File: src/rtl/serial_adder_ctrl.sv
// Bit-serial adder: a single full-adder cell walks an operand pair LSB first,
// one bit per clock, behind a start/busy/done handshake.
module serial_adder_ctrl #(
    parameter int WIDTH = 8
) (
    input  logic             clk,
    input  logic             rst_n,
    input  logic             start,
    input  logic [WIDTH-1:0] a,
    input  logic [WIDTH-1:0] b,
    input  logic             Cin,
    output logic             busy,
    output logic             done,
    output logic [WIDTH-1:0] S,
    output logic             Cout,
    output logic             ovf
);
    localparam int               CNT_W    = $clog2(WIDTH) + 1;
    localparam logic [CNT_W-1:0] LAST_BIT = CNT_W'(WIDTH - 1);

    typedef enum logic [1:0] {IDLE, RUN, DONE} state_t;

    state_t           state, state_nxt;
    logic [WIDTH-1:0] a_reg, b_reg, res_reg, res_nxt;
    logic             carry_reg;
    logic [CNT_W-1:0] cnt;
    logic             capture;
    logic             last_bit;
    logic [1:0]       fa_out;

    // Returns {carry, sum} of one bit position.
    function automatic logic [1:0] full_add(input logic x, input logic y, input logic c);
        return {(y & c) | (x & c) | (x & y), x ^ y ^ c};
    endfunction

    always_ff @(posedge clk or negedge rst_n) begin
        if (!rst_n) state <= IDLE;
        else        state <= state_nxt;
    end

    always_comb begin
        state_nxt = state;
        busy      = 1'b0;
        done      = 1'b0;
        capture   = 1'b0;
        case (state)
            IDLE: begin
                if (start) begin
                    capture   = 1'b1;
                    state_nxt = RUN;
                end
            end
            RUN: begin
                busy = 1'b1;
                if (last_bit) state_nxt = DONE;
            end
            DONE: begin
                done = 1'b1;
                if (start) begin
                    capture   = 1'b1;
                    state_nxt = RUN;
                end else begin
                    state_nxt = IDLE;
                end
            end
            default: state_nxt = IDLE;
        endcase
    end

    assign fa_out   = full_add(a_reg[0], b_reg[0], carry_reg);
    assign last_bit = (cnt == LAST_BIT);

    // New sum bit enters at the MSB so the first (LSB) result lands at bit 0.
    always_comb begin
        res_nxt            = res_reg >> 1;
        res_nxt[WIDTH-1]   = fa_out[0];
    end

    always_ff @(posedge clk or negedge rst_n) begin
        if (!rst_n) begin
            a_reg     <= '0;
            b_reg     <= '0;
            res_reg   <= '0;
            carry_reg <= 1'b0;
            cnt       <= '0;
            S         <= '0;
            Cout      <= 1'b0;
            ovf       <= 1'b0;
        end else if (capture) begin
            a_reg     <= a;
            b_reg     <= b;
            res_reg   <= '0;
            carry_reg <= Cin;
            cnt       <= '0;
        end else if (busy) begin
            a_reg     <= a_reg >> 1;
            b_reg     <= b_reg >> 1;
            res_reg   <= res_nxt;
            carry_reg <= fa_out[1];
            cnt       <= cnt + 1'b1;
            // On the final bit carry_reg still holds the carry into the MSB.
            if (last_bit) begin
                S    <= res_nxt;
                Cout <= fa_out[1];
                ovf  <= carry_reg ^ fa_out[1];
            end
        end
    end
endmodule

File: config.mk
export PLATFORM = sky130hd
export DESIGN_NAME = serial_adder_ctrl
export DESIGN_NICKNAME = d
export VERILOG_FILES = /design/src/rtl/serial_adder_ctrl.sv
export SDC_FILE = /design/constraint.sdc
export NUM_CORES = 1
export LEC_CHECK = 0
export BUFFER_PORTS_ARGS = -buffer_cell sky130_fd_sc_hd__buf_2
export CORE_MARGIN = 2
export CORE_UTILIZATION = 38
export DETAILED_ROUTE_END_ITERATION = 10
export GPL_ROUTABILITY_DRIVEN = 0
export PLACE_DENSITY_LB_ADDON = 0.12
export SKIP_CTS_REPAIR_TIMING = 1
export SLEW_MARGIN = 20
export SYNTH_ARGS = -nofsm -noshare
export SYNTH_HDL_FRONTEND = slang
export SYNTH_SLANG_ARGS = --single-unit
File: constraint.sdc
create_clock -name clk -period 2.1 [get_ports clk]
set_input_delay 0.21 -clock clk [delete_from_list [all_inputs] [get_ports clk]]
set_output_delay 0.21 -clock clk [all_outputs]
set_load 0.02 [all_outputs]
**Word level (Yosys, flattened, before mapping)**

Index checks and enable logic that the tools add are counted.

- Output and inout port bits: 12
- Bits of input ports: 20
- Logic and storage cells: 47
- Register bits after elaboration: 41

- Reduce and logical (&&, ||, !) cells: 5
- Add/subtract/negate cells: 1
- Eq/ne operators: 5
- Mux-type cells: 18
- Bitwise gates (word level): 9

Operator list:

| cell | count |
|---|---|
| $mux 8 | 6 |
| $mux 4 | 2 |
| $mux 1 | 7 |
| $pmux 2 s3 | 1 |
| $add 4x1->4 const B | 1 |
| $eq 4x3->1 const B | 1 |
| $mux 2 | 2 |
| $ne 2x2->1 const B | 2 |
| $and 1x1->1 | 3 |
| $reduce_and 3->1 | 1 |
| $xor 1x1->1 | 3 |
| $eq 2x1->1 const B | 1 |
| $eq 2x2->1 const B | 1 |
| $logic_not 2->1 | 1 |
| $or 1x1->1 | 2 |
| $reduce_and 2->1 | 1 |
| $reduce_bool 2->1 | 1 |
| $reduce_or 2->1 | 1 |
| $not 1->1 | 1 |

**Logic depth before layout (Yosys ltp)**

- Word-level depth: 5
- Gate-level depth with buffers: 5
- Mapped depth without buffers: 4

**Worst setup path after synthesis**

No wires, ideal clock.

- Path kind: register to register
- Start: register cnt[0]
- End: register Cout
- Slack: 0.667 ns
- Cell stages (with the launch flop): 6
- Required time: 1.975 ns
- Path buffers: 1
- Clock period less this slack: 1.433 ns
- Setup time: 0.125 ns
- Arrival time: 1.308 ns
- Cell sequence: dfrtp_1 > ha_1 > nand2_1 > nor3b_2 > buf_4 > mux2_2

- Word-level cells in the longest chain between the ends: 2

Ends and longest elaborated chain:

| what | RTL line | RTL |
|---|---|---|
| from (decl) | 26 | `logic [CNT_W-1:0] cnt;` |
| from (signal assigned) | 100 | `cnt <= cnt + 1'b1;` |
| $eq 4x3->1 | 71 | `assign last_bit = (cnt == LAST_BIT);` |
| $reduce_and 3->1 (no line) | -- |  |
| to (signal assigned) | 104 | `Cout <= fa_out[1];` |
| to (decl) | 15 | `output logic Cout,` |

Every way passes these cells.
A chain may end at the register's enable or synchronous reset.

**Final worst setup path**

- Start: register state[0]
- End: register cnt[0]

- Word-level cells in the longest chain between the ends: 4
- Elaborated cells on any way between the ends: 8

Ends and longest elaborated chain:

| what | RTL line | RTL |
|---|---|---|
| from (decl) | 23 | `state_t state, state_nxt;` |
| from (signal assigned) | 38 | `else state <= state_nxt;` |
| $eq 2x2->1 / $logic_not 2->1 (equally long branches) | 46 | `case (state)` |
| $reduce_or 2->1 (no line) | -- |  |
| $mux 1 | -- |  |
| $mux 4 / $reduce_bool 2->1 (equally long branches) | -- |  |

Several ways; a longest one is shown, not always the timed one.

==> metrics.txt <==
Mapped Nets=146; Logic pwr share=0.382; number of cell rows=24; sequential fraction of the synthesis area=0.603; largest net degree at the start of global routing=41; Synth Cell Area=1660 sq um; final wirelength=3.06 mm; nets@finish=180; Ports=32; CP required=2340 ps; worst reg2reg startpoint=state[0]; Pint=2.07 mW; RSZ-0062 raised after global routing=false; fmax=635 MHz; Slew Limit Fails=0; clock latency on the worst-skew pair=290 ps; vias per std cell=5.07; Crit Path Class=flop to flop; Die Area=4910 sq um; Routed WL per cell=14.5 microns; Post-Syn Instances=124; setup TNS=0 ps; total gr overflow=0; vias post-DR=1069; post-DP HPWL=2.02 mm; Worst Tran Pin Value=884 ps; Setup-failing EPs final=0; power density over cell area=1600 nW/um^2; total track usage=0.140; CP delay by family, top=simple AND/OR/NAND/NOR gates; Flop pwr share=0.415; max-cap violations=0; Hold Violations, Final=0; min cycle time layout=1570 ps; Worst Path Arrival=1810 ps; initial antenna violation count=0; Slew headroom=0.411; synthesis-to-layout area growth=19.4%; first-pass GRT wire length=5.40 mm; setup slack, reg-to-reg=530 ps; core area=4290 sq um; initial core utilization=0.387; share of layout cells above drive strength 1=0.358; switching share of power=0.349; fin worst setup slack=526 ps; syn avg cell area=13.4 sq um; Sw Pwr=1.11 mW; Critical Path Source Type=flop; drt pass-1 iters=4; slowest stage delay, CP=620 ps; number of clock sinks=40; Antenna Violating Nets Remaining=0; Peak VDD IR=0.585 mV; Final Skew=8.38 ps; clk buf depth=2; dpl ws=531 ps; # DRC=0; Clock power frac=0.203; Pleak=1.02 nW; worst reg2reg path depth=3; cts bufs inserted=5; Clk pin slew, worst setup/hold paths=90 ps; status=complete, no violations; # diodes=0; First DRT Iteration DRCs=37; reg2reg end=cnt[0]; Yosys cell types=19; cell chain of the critical path=and2b_1 > nor2_2 > mux2_2; Synth Warn #=0; Die Y=70.1 microns; CTS tree=done; Worst setup EP type=flop; DIE WIDTH=70.1 microns; Root Buffer=clkbuf_8; Worst Path Max Fanout=19; master of the slowest instance on the critical path=nor2_2; post-synthesis register bit count=40; vias in the first global route=1176; Buffers on Ports=31; htree depth=2; worst path bufs/invs=0; Final Cycle Share=0.749; Power, Total=3.18 mW; Hold Path Class=input pin to async pin
## power by group through the flow
stage,Clock [mW],Sequential (mW),Combinational (mW)
after floorplan,0,1.39,0.850
after global placement,0,1.32,1.20
after detailed placement,0,1.33,1.24
after CTS,0.665,1.32,1.24
after global routing,0.711,1.36,1.35
final,0.646,1.32,1.21
## cells in the mapped netlist
| cell type | number | area share |
|---|---|---|
| nand4_1 | 1 | 0.0038 |
| o21ai_0 | 8 | 0.024 |
| mux2i_1 | 9 | 0.054 |
| nand2_1 | 11 | 0.025 |
| ha_1 | 1 | 0.0075 |
| nor3b_2 | 1 | 0.0075 |
| a21o_1 | 8 | 0.036 |
| nand2b_1 | 1 | 0.0038 |
| nor2_2 | 1 | 0.0038 |
| mux2_2 | 12 | 0.081 |
| buf_2 | 4 | 0.012 |
| clkbuf_1 | 2 | 0.0045 |
| and2b_1 | 1 | 0.0045 |
| xor2_1 | 1 | 0.0053 |
| nor2b_1 | 2 | 0.0075 |
| fa_1 | 1 | 0.012 |
| buf_4 | 2 | 0.0090 |
| a22o_1 | 18 | 0.095 |
| dfrtp_1 | 40 | 0.60 |
## cell type report
cell class | instances | area (sq um)
multi-input combinational | 76 | 617
timing repair buffer | 35 | 185
tap | 52 | 65.1
clock inverter | 3 | 46.3
clock buffer | 5 | 68.8
sequential | 40 | 1000
fill | 401 | 2310
## stage by stage
stage	cells	cell area (sq um)	utilization	hold WS, ps
CTS	211	1980	0.462	56.5
global placement	203	1870	0.435	372
detailed placement	203	1870	0.435	386
finish	211	1980	0.462	32.9
global route	211	1980	0.462	95.0
floorplan	124	1660	-	-85.6
## worst register-to-register path, cell delays in order, from the launching register on
cell and delay, ps:
dfrtp_1 400, and2b_1 220, nor2_2 620, mux2_2 280
## cells in the final DEF (no fill, tap or decap), types with 2 or more instances in the layout
cell type  instances
mux2i_1            9
nand2_1           11
buf_4              4
mux2_2            12
a21o_1             8
clkbuf_8           5
dfrtp_1           40
nor2b_1            2
buf_2             31
a22o_1            18
o21ai_0            8
## logic make-up (layout without fill, tap and decap cells)
group	after synthesis	count (layout)	share of synthesized area
mux	21	21	0.136
compound gates	34	34	0.155
buf+inv	8	43	0.0256
flops	40	40	0.603
xor+xnor	1	1	0.00528
fa+ha+maj	2	2	0.0196
simple gates	18	18	0.0558
## worst max-delay path by stage
stage          startpoint      to  cells after the start
4_1_cts          state[0]  cnt[0]                      3
3_5_place_dp     state[0]  cnt[0]                      3
2_1_floorplan      cnt[0]    Cout                      5
3_3_place_gp     state[0]  cnt[0]                      3
5_1_grt          state[0]  cnt[0]                      3
6_report         state[0]  cnt[0]                      3
## per-layer routing
layer | wire length, microns | up-vias | track usage
li1 | - | 512 | -
met1 | 1450 | 524 | 0.180
met2 | 1390 | 26 | 0.216
met3 | 175 | 7 | 0.0548
met4 | 49 | 0 | 0.0513
met5 | 0 | - | 0
No activity file was read; power rests on OpenSTA's default activity.
